<file path="src/rtl/conv_pkg.sv">
// Shared definitions for the convolution engine and its result reader:
// default widths, reader FSM encoding and output-dimension helpers.
package conv_pkg;

  localparam int DEF_DATA_W = 32;
  localparam int DEF_DIM_W  = 10;
  localparam int DEF_ADDR_W = 20;

  typedef enum logic [1:0] {
    ST_IDLE  = 2'd0,
    ST_RUN   = 2'd1,
    ST_DRAIN = 2'd2,
    ST_DONE  = 2'd3
  } conv_rd_state_e;

  // Valid-stride, unpadded convolution output size along one axis.
  function automatic int unsigned out_dim(input int unsigned in_dim,
                                          input int unsigned flt_dim);
    return in_dim - flt_dim + 1;
  endfunction

  // A dimension set is usable when nothing is zero and the filter fits.
  function automatic logic dims_valid(input int unsigned in_r,
                                      input int unsigned in_c,
                                      input int unsigned f_r,
                                      input int unsigned f_c);
    return (in_r != 0) && (in_c != 0) && (f_r != 0) && (f_c != 0) &&
           (f_r <= in_r) && (f_c <= in_c);
  endfunction

endpackage

</file>
<file path="src/rtl/conv_rd_fifo.sv">
// Two-entry output FIFO for the result reader. The producer never pushes
// into a full FIFO, so there is no overflow handling here. The head entry
// is presented combinationally and stays put until popped.
module conv_rd_fifo #(
  parameter int W = 8
) (
  input  logic         clk,
  input  logic         rst,
  input  logic         push_i,
  input  logic [W-1:0] push_data_i,
  input  logic         pop_i,
  output logic [W-1:0] head_o,
  output logic [1:0]   count_o,
  output logic         empty_o
);

  logic         wr_ptr_q;
  logic         rd_ptr_q;
  logic [1:0]   count_q;
  logic         pop_ok;
  logic [W-1:0] slot_data [2];

  // Popping an empty FIFO is a no-op so the pointers can never skew.
  assign pop_ok = pop_i && (count_q != 2'd0);

  generate
    for (genvar gi = 0; gi < 2; gi++) begin : g_slot
      logic [W-1:0] slot_q;

      // Slot captures pushed data when the write pointer selects it.
      always_ff @(posedge clk or posedge rst) begin
        if (rst) begin
          slot_q <= '0;
        end else if (push_i && (wr_ptr_q == 1'(gi))) begin
          slot_q <= push_data_i;
        end
      end

      assign slot_data[gi] = slot_q;
    end
  endgenerate

  // Pointer and occupancy bookkeeping; simultaneous push/pop keeps count.
  always_ff @(posedge clk or posedge rst) begin
    if (rst) begin
      wr_ptr_q <= 1'b0;
      rd_ptr_q <= 1'b0;
      count_q  <= 2'd0;
    end else begin
      if (push_i) begin
        wr_ptr_q <= ~wr_ptr_q;
      end
      if (pop_ok) begin
        rd_ptr_q <= ~rd_ptr_q;
      end
      case ({push_i, pop_ok})
        2'b10:   count_q <= count_q + 2'd1;
        2'b01:   count_q <= count_q - 2'd1;
        default: count_q <= count_q;
      endcase
    end
  end

  assign head_o  = slot_data[rd_ptr_q];
  assign count_o = count_q;
  assign empty_o = (count_q == 2'd0);

endmodule

</file>
<file path="src/rtl/conv_result_reader.sv">
// Reads a finished convolution output matrix row-major out of the result
// RAM and streams it on a valid/ready interface with row/column tags.
// A read is only issued when the 2-entry FIFO is guaranteed a free slot
// for its data, so returning RAM data is never stalled or dropped.
module conv_result_reader
  import conv_pkg::*;
#(
  parameter int DATA_W = DEF_DATA_W,
  parameter int DIM_W  = DEF_DIM_W,
  parameter int ADDR_W = DEF_ADDR_W
) (
  input  logic              clk,
  input  logic              rst,
  input  logic              start,
  input  logic [DIM_W-1:0]  in_rows,
  input  logic [DIM_W-1:0]  in_cols,
  input  logic [DIM_W-1:0]  flt_rows,
  input  logic [DIM_W-1:0]  flt_cols,
  output logic              busy,
  output logic              done,
  output logic              err,
  output logic              mem_rd_en,
  output logic [ADDR_W-1:0] mem_rd_addr,
  input  logic [DATA_W-1:0] mem_rd_data,
  output logic              m_valid,
  input  logic              m_ready,
  output logic [DATA_W-1:0] m_data,
  output logic [DIM_W-1:0]  m_row,
  output logic [DIM_W-1:0]  m_col,
  output logic              m_last_col,
  output logic              m_last
);

  localparam int FIFO_W = DATA_W + 2 * DIM_W + 2;
  localparam logic [DIM_W-1:0]  DIM_ONE  = DIM_W'(1);
  localparam logic [ADDR_W-1:0] ADDR_ONE = ADDR_W'(1);

  conv_rd_state_e state_q;

  logic [DIM_W-1:0]  out_rows_q;
  logic [DIM_W-1:0]  out_cols_q;
  logic [DIM_W-1:0]  rd_row_q;
  logic [DIM_W-1:0]  rd_col_q;
  logic [DIM_W-1:0]  rd_row_d;
  logic [DIM_W-1:0]  rd_col_d;
  logic [ADDR_W-1:0] addr_q;
  logic              busy_q;
  logic              done_q;
  logic              err_q;

  // Tags of the read currently in flight, paired with its data next cycle.
  logic              rd_pend_q;
  logic [DIM_W-1:0]  pend_row_q;
  logic [DIM_W-1:0]  pend_col_q;
  logic              pend_last_col_q;
  logic              pend_last_q;

  logic [1:0]        fifo_count;
  logic              fifo_empty;
  logic [FIFO_W-1:0] fifo_head;
  logic [FIFO_W-1:0] fifo_wdata;

  logic              pop;
  logic              issue;
  logic              credit_ok;
  logic [2:0]        committed;
  logic              rd_last_col;
  logic              rd_last;
  logic              drain_empty;
  logic              start_bad;
  logic [DIM_W-1:0]  new_out_rows;
  logic [DIM_W-1:0]  new_out_cols;

  assign start_bad    = !dims_valid(32'(in_rows), 32'(in_cols),
                                    32'(flt_rows), 32'(flt_cols));
  assign new_out_rows = DIM_W'(out_dim(32'(in_rows), 32'(flt_rows)));
  assign new_out_cols = DIM_W'(out_dim(32'(in_cols), 32'(flt_cols)));

  assign pop = m_valid && m_ready;

  // Slots already promised: FIFO contents plus the read whose data is due.
  assign committed = {1'b0, fifo_count} + {2'b00, rd_pend_q};
  assign credit_ok = (committed - {2'b00, pop}) < 3'd2;
  assign issue     = (state_q == ST_RUN) && credit_ok;

  assign rd_last_col = (rd_col_q == (out_cols_q - DIM_ONE));
  assign rd_last     = rd_last_col && (rd_row_q == (out_rows_q - DIM_ONE));

  // Everything is out once the FIFO empties this cycle with nothing pending.
  assign drain_empty = (fifo_count == {1'b0, pop}) && !rd_pend_q;

  // Row/column indices of the next read; column wraps into the next row.
  always_comb begin
    rd_col_d = rd_col_q + DIM_ONE;
    rd_row_d = rd_row_q;
    if (rd_last_col) begin
      rd_col_d = '0;
      rd_row_d = rd_row_q + DIM_ONE;
    end
  end

  // Control FSM with registered busy/done/err and the read address counter.
  always_ff @(posedge clk or posedge rst) begin
    if (rst) begin
      state_q    <= ST_IDLE;
      out_rows_q <= '0;
      out_cols_q <= '0;
      rd_row_q   <= '0;
      rd_col_q   <= '0;
      addr_q     <= '0;
      busy_q     <= 1'b0;
      done_q     <= 1'b0;
      err_q      <= 1'b0;
    end else begin
      case (state_q)
        ST_IDLE: begin
          done_q <= 1'b0;
          if (start) begin
            out_rows_q <= new_out_rows;
            out_cols_q <= new_out_cols;
            rd_row_q   <= '0;
            rd_col_q   <= '0;
            addr_q     <= '0;
            err_q      <= start_bad;
            if (start_bad) begin
              state_q <= ST_DONE;
              done_q  <= 1'b1;
            end else begin
              state_q <= ST_RUN;
              busy_q  <= 1'b1;
            end
          end
        end
        ST_RUN: begin
          if (issue) begin
            addr_q   <= addr_q + ADDR_ONE;
            rd_row_q <= rd_row_d;
            rd_col_q <= rd_col_d;
            if (rd_last) begin
              state_q <= ST_DRAIN;
            end
          end
        end
        ST_DRAIN: begin
          if (drain_empty) begin
            state_q <= ST_DONE;
            busy_q  <= 1'b0;
            done_q  <= 1'b1;
          end
        end
        ST_DONE: begin
          done_q  <= 1'b0;
          state_q <= ST_IDLE;
        end
        default: begin
          state_q <= ST_IDLE;
          busy_q  <= 1'b0;
          done_q  <= 1'b0;
        end
      endcase
    end
  end

  // Carry the issued read's tags forward to meet its data one cycle later.
  always_ff @(posedge clk or posedge rst) begin
    if (rst) begin
      rd_pend_q       <= 1'b0;
      pend_row_q      <= '0;
      pend_col_q      <= '0;
      pend_last_col_q <= 1'b0;
      pend_last_q     <= 1'b0;
    end else begin
      rd_pend_q <= issue;
      if (issue) begin
        pend_row_q      <= rd_row_q;
        pend_col_q      <= rd_col_q;
        pend_last_col_q <= rd_last_col;
        pend_last_q     <= rd_last;
      end
    end
  end

  assign fifo_wdata = {pend_last_q, pend_last_col_q, pend_row_q, pend_col_q, mem_rd_data};

  conv_rd_fifo #(
    .W(FIFO_W)
  ) u_fifo (
    .clk         (clk),
    .rst         (rst),
    .push_i      (rd_pend_q),
    .push_data_i (fifo_wdata),
    .pop_i       (pop),
    .head_o      (fifo_head),
    .count_o     (fifo_count),
    .empty_o     (fifo_empty)
  );

  assign busy        = busy_q;
  assign done        = done_q;
  assign err         = err_q;
  assign mem_rd_en   = issue;
  assign mem_rd_addr = addr_q;
  assign m_valid     = !fifo_empty;
  assign {m_last, m_last_col, m_row, m_col, m_data} = fifo_head;

endmodule
</file>
<file path="config.mk">
export PLATFORM = sky130hd
export DESIGN_NAME = conv_result_reader
export DESIGN_NICKNAME = d
export VERILOG_FILES = /design/src/rtl/conv_pkg.sv /design/src/rtl/conv_rd_fifo.sv /design/src/rtl/conv_result_reader.sv
export SDC_FILE = /design/constraint.sdc
export NUM_CORES = 1
export LEC_CHECK = 0
export ABC_AREA = 1
export BUFFER_PORTS_ARGS = -buffer_cell sky130_fd_sc_hd__buf_2
export CAP_MARGIN = 20
export CORE_AREA = 2 2 143 145
export DETAILED_ROUTE_END_ITERATION = 6
export DIE_AREA = 0 0 145 147
export PLACE_DENSITY_LB_ADDON = 0.08
export RECOVER_POWER = 50
export SLEW_MARGIN = 20
export SYNTH_ARGS = -nofsm -noshare
export SYNTH_HDL_FRONTEND = slang
export SYNTH_SLANG_ARGS = --single-unit
export TNS_END_PERCENT = 10
</file>
<file path="constraint.sdc">
create_clock -name clk -period 6.7 [get_ports clk]
set_clock_uncertainty 0.05 [all_clocks]
set_input_delay 0 -clock clk [delete_from_list [all_inputs] [get_ports clk]]
set_output_delay 0 -clock clk [all_outputs]
set_load 0.01 [all_outputs]
</file>
## After elaboration in Yosys (flattened, before gate mapping)

Index checks and enable logic that the tools add are counted.

| storage, ports and cells | value |
|---|---|
| word-level logic and storage cells | 113 |
| register bits | 200 |

| operators by class | value |
|---|---|
| add/sub/neg operators | 13 |
| mux-type cells | 28 |
| $lt $le $gt $ge | 4 |
| reductions and logical operators | 32 |
| equal/unequal tests | 14 |
| bitwise logic cells | 3 |

Operator list:

| operator | number |
|---|---|
| $mux W54 | 3 |
| $mux W10 | 5 |
| $mux W20 | 2 |
| $pmux W10 S2 | 2 |
| $pmux W20 S2 | 1 |
| $reduce_bool A10 Y1 | 4 |
| $add A10 B1 Y10 const B | 2 |
| $add A10 B2 Y10 const B | 2 |
| $add A20 B1 Y20 const B | 1 |
| $eq A10 B10 Y1 | 2 |
| $le A10 B10 Y1 | 2 |
| $sub A10 B1 Y10 const B | 2 |
| $sub A10 B10 Y10 | 2 |
| $logic_and A1 B1 Y1 | 12 |
| $ne A2 B2 Y1 const B | 6 |
| $reduce_and A4 Y1 | 3 |
| $mux W2 | 5 |
| $pmux W2 S4 | 1 |
| $reduce_bool A2 Y1 | 4 |
| $eq A2 B2 Y1 const B | 3 |
| $mux W1 | 6 |
| $eq A2 B1 Y1 const B | 2 |
| $logic_not A2 Y1 | 2 |
| $pmux W2 S2 | 1 |
| other kinds (15) | 19 |

## Longest topological paths before layout

| logic depth | value |
|---|---|
| word-level depth | 9 |
| gate-level depth with buffers | 16 |
| mapped depth without buffers | 16 |

## By module

A second synthesis with hierarchy kept.

| unflattened totals | value |
|---|---|
| cell total of the unflattened synthesis | 1466 |
| area, all modules | 11207.0 um^2 |

By module, submodules not included:

| module | area each (um^2) | cells each | seq. area each (um^2) | times used |
|---|---|---|---|---|
| conv_result_reader | 6354.8 | 862 | 2202.1 | 1 |
| conv_rd_fifo | 4852.2 | 604 | 2802.7 | 1 |

## Worst setup path before layout

OpenSTA, ideal clock, no wires.

| path | value |
|---|---|
| kind | flip-flop to flip-flop |
| from | register u_fifo.count_q[1], in the netlist u_fifo.count_o[1] |
| to | register addr_q[11], in the netlist mem_rd_addr[11] |
| arrival time | 2.600 ns |
| clock period less this slack | 2.768 ns |
| cell stages (with the launch flop) | 16 |
| path slack | 3.932 ns |
| setup time | 0.118 ns |
| cells stage by stage | dfrtp_1 inv_1 nand2_1 nand2_1 inv_1 ha_1 nor2_1 fa_1 nor3b_1 o211ai_1 nor2_1 nand2_1 nor2_1 nand2_1 nand2_1 nor2_1 |

| on the way | value |
|---|---|
| word-level cells in the longest chain between the ends | 8 |
| elaborated cells between the ends (all ways) | 9 |
| classes of those cells | 2 x add/sub; 1 x order compare; 1 x eq/ne; 5 x reduce/logical |

Ends and longest elaborated chain:

| element | RTL line | RTL |
|---|---|---|
| from (decl) | conv_rd_fifo.sv:19 | `logic [1:0] count_q;` |
| from (signal assigned) | conv_rd_fifo.sv:57 | `2'b10: count_q <= count_q + 2'd1;` |
| from (signal assigned) | conv_rd_fifo.sv:58 | `2'b01: count_q <= count_q - 2'd1;` |
| from (signal assigned) | conv_rd_fifo.sv:59 | `default: count_q <= count_q;` |
| $logic_not A2 Y1 | conv_rd_fifo.sv:66 | `assign empty_o = (count_q == 2'd0);` |
| $logic_not A1 Y1 | conv_result_reader.sv:203 | `assign m_valid = !fifo_empty;` |
| net m_valid | conv_result_reader.sv:25 | `output logic m_valid,` |
| $logic_and A1 B1 Y1 | conv_result_reader.sv:79 | `assign pop = m_valid && m_ready;` |
| $sub A3 B1 Y3 | conv_result_reader.sv:83 | `assign credit_ok = (committed - {2'b00, pop}) < 3'd2;` |
| $lt A3 B2 Y1 | conv_result_reader.sv:83 |  |
| $logic_and A1 B1 Y1 | conv_result_reader.sv:84 | `assign issue = (state_q == ST_RUN) && credit_ok;` |
| $ne A2 B2 Y1 (no source line) | n/a |  |
| $reduce_and A3 Y1 (no source line) | n/a |  |
| to (signal assigned) | conv_result_reader.sv:136 | `addr_q <= addr_q + ADDR_ONE;` |
| to (decl) | conv_result_reader.sv:46 | `logic [ADDR_W-1:0] addr_q;` |

The timed path passes the listed nets, and every way through them passes these cells.
A chain may end at the register's enable or synchronous reset.

## Final worst setup path

| path | value |
|---|---|
| from | register u_fifo.wr_ptr_q |
| to | register u_fifo.g_slot[1].slot_q[11] |

| on the way | value |
|---|---|
| word-level cells in the longest chain between the ends | 1 |

Ends and longest elaborated chain:

| element | RTL line | RTL |
|---|---|---|
| from (decl) | conv_rd_fifo.sv:17 | `logic wr_ptr_q;` |
| from (signal assigned) | conv_rd_fifo.sv:51 | `wr_ptr_q <= ~wr_ptr_q;` |
| $logic_and A1 B1 Y1 | conv_rd_fifo.sv:34 | `end else if (push_i && (wr_ptr_q == 1'(gi))) begin` |
| to (signal assigned) | conv_rd_fifo.sv:35 | `slot_q <= push_data_i;` |
| to (decl) | conv_rd_fifo.sv:28 | `logic [W-1:0] slot_q;` |

Every way passes these cells.

==> summary.md <==
| Metric | Value |
|---|---|
| Status | `finished, violations left` |
| Failing checks | `max-capacitance violations, max-slew violations` |
| Initial Utilization | `0.570` |
| Slew headroom | `-1.66` |
| CP Class | `reg -> reg` |
| Remaining antenna violation count | `0` |
| # diodes | `0` |
| Post-synthesis sequential area ratio | `0.442` |
| CP Data Arrival Time | `4.08 ns` |
| Critical Path RT | `6.78 ns` |
| HPWL Detailed | `16800 um` |
| Vias in the first global route | `8881` |
| CTS tree | `done` |
| Final Setup Violations | `0` |
| Primary FF master, synth | `dfrtp_1` |
| VDD IR max | `0.208 mV` |
| Avg Inst Size Synth | `7.69 um^2` |
| Final TNS setup | `0 ns` |
| Clock transition at the registers of the reported paths | `0.08 ns` |
| Layout cells sized above 1 | `0.128` |
| # H-tree levels | `4` |
| Leak | `0.00680 uW` |
| Num CTS Buffers | `17` |
| Synth cell count leaders | `nand2_1, dfrtp_1, inv_1, o21ai_0, nor2_1` |
| Post-CTS Setup Inserts | `0` |
| Worst min path class | `in -> reg` |
| CP max FO | `108` |
| Total Die Area | `21300 um^2` |
| Post-cts sizing count | `0` |
| DR DRC count | `0` |
| DRT iter0 DRCs | `657` |
| Final non-filler cell area | `13200 um^2` |
| Distinct cell type count after synthesis | `46` |
| Core Box Area | `19800 um^2` |
| Final hold vios | `0` |
| Fmax achieved | `250 MHz` |
| Placed Instance Area | `12300 um^2` |
| Max clock buf depth | `2` |
| Fill count | `1714` |
| Share of the core filled with cells | `0.664` |
| P_int | `2840 uW` |
| Vias | `9676` |
| Die W | `145 um` |
| Critical path launch point type | `register` |
| Fin. max-slew vios | `143` |
| EDFF count, synth | `0` |
| Post-synth top area share | `0.442` |
| Total wire length | `24500 um` |
| Num rows | `52` |
| Net Sw Power | `2060 uW` |
| Vias/cell | `5.03` |
| Worst setup EP type | `register` |
| Pwr Density | `372 nW/um^2` |
| GRT Resource Usage Total | `0.239` |
| Sw Ratio | `0.421` |
| Max-Cap Viols | `2` |
| Gpl congestion | `0.862` |
| First-pass GRT wire length | `42400 um` |
| Slew @ Worst Pin | `3.98 ns` |
| GR Overflow Total | `0` |
| Top-count cell post-synth | `nand2_1` |
| Synthesis-to-finish area growth | `16.4%` |
| I/O Buffers | `154` |
| Num ports | `155` |
| Syn nets | `1616` |
| Clock power share | `0.198` |
| CTS Hold Bufs | `38` |
| Synth warn | `0` |
| Avg WL per Cell | `12.8 um` |
| Number of detailed-route iterations in the first pass | `5` |
| Comb power frac | `0.420` |
| Post-layout min period | `4.01 ns` |
| Clk sink count | `200` |
| Mapped cell area | `11300 um^2` |
| Cells on worst reg2reg path | `3` |
| Flop pwr share | `0.381` |
| RSZ-0062 raised after global routing | `no` |
| Largest net degree at the start of global routing | `143` |
| Yosys top cell by area | `dfrtp_1` |
| Initial antenna violation count | `0` |
| Part of the cycle the worst path needs | `0.598` |
| Hold depth | `5` |
| Hold_ws | `0.0104 ns` |
| Synth area leaders | `dfrtp_1, nand2_1, o21ai_0` |
| Latest clock arrival within the worst-skew pair | `0.43 ns` |
| Final Power | `4900 uW` |
| Die Height | `147 um` |
| Post-layout nets | `1783` |
| Ys async rst share | `1.00` |
| Synthesized flop and latch total | `200` |
| Root Buffer | `clkbuf_16` |
| Post-Syn Instances | `1472` |
[power groups by stage]
stage	registers (uW)	clock network [uW]	logic, uW
after global routing	1920	1040	2380
after floorplan	1820	0	1520
final	1870	970	2060
after CTS	1860	990	2080
after detailed placement	1880	0	2050
after global placement	1870	0	2010
[flip-flops by register name (all words and copies together) (netlist names)]
signal / cells
rd_pend_q: 1
busy: 1
pend_row_q: 10
u_fifo.rd_ptr_q: 1
rd_col_q: 10
mem_rd_addr: 20
u_fifo.g_slot.slot_q: 108
pend_last_q: 1
u_fifo.count_o: 2
rd_row_q: 10
state_q: 2
out_cols_q: 10
u_fifo.wr_ptr_q: 1
pend_col_q: 10
out_rows_q: 10
pend_last_col_q: 1
err: 1
done: 1
[logic make-up after synthesis]
kind of cell,Yosys count,synth area share
XOR/XNOR,44,0.0340
AND/OR/NAND/NOR,682,0.249
buffers and inverters,233,0.0790
multiplexers,1,0.000884
flip-flops,200,0.442
AO/OA/AOI/OAI,244,0.118
adder cells (fa/ha/maj),68,0.0772
[placed cells by master, fill, tap and decap left out, types with 4 or more instances in the layout]
cell type / count
a21o_1: 7
a21oi_1: 29
buf_2: 129
buf_4: 5
clkbuf_1: 27
clkbuf_16: 17
clkinvlp_4: 4
dfrtp_1: 199
dlygate4sd3_1: 38
ha_1: 65
inv_1: 173
inv_2: 6
inv_6: 4
nand2_1: 489
nand2_2: 5
nand3_1: 42
nand4_1: 17
nor2_1: 72
nor2_2: 7
nor3_1: 24
o211ai_1: 6
o21ai_0: 166
o21ai_2: 8
o22ai_1: 9
o31ai_1: 8
or2_2: 11
xnor2_1: 14
xor2_1: 30
[worst paths after layout]
kind	start	to	slack, ns
worst max-delay path	u_fifo.wr_ptr_q	u_fifo.g_slot[1].slot_q[11]	2.69
worst min-delay path	flt_cols[0]	out_cols_q[0]	0.01
worst max register to register	u_fifo.wr_ptr_q	u_fifo.g_slot[1].slot_q[11]	2.69
worst min register to register	u_fifo.g_slot[0].slot_q[40]	u_fifo.g_slot[0].slot_q[40]	0.43
max in group asynchronous	rst	busy	4.98
min in group asynchronous	rst	u_fifo.g_slot[1].slot_q[35]	0.29
[metal layers]
metal	share of wire	up-vias	GRT usage
li1	-	5013	-
met1	0.48	4415	0.336
met2	0.47	228	0.394
met3	0.038	20	0.0342
met4	0.011	0	0.0594
met5	0	-	0
[cell type report]
type,instances,area (um^2),share of cell area
multi-input cells,1039,5420,0.412
clock buffers,19,443,0.0336
clock inverters,13,110,0.00836
flip-flops and latches,200,5010,0.380
inverters,183,694,0.0527
repair buffers,198,1160,0.0881
well taps,270,338,0.0256
[through the flow]
| step | cells | setup slack [ns] |
|---|---|---|
| 2_1_floorplan | 1472 | 1.20 |
| 3_3_place_gp | 1852 | 3.55 |
| 3_5_place_dp | 1852 | 3.41 |
| 4_1_cts | 1922 | 3.40 |
| 5_1_grt | 1922 | 2.11 |
| 6_report | 1922 | 2.69 |
[critical path: stages (launching register included)]
cell and delay, ns:
dfrtp_1 0.40, nand2_2 0.07, clkbuf_1 2.78, o21ai_0 0.38
Power figures use the tool's default switching activity.
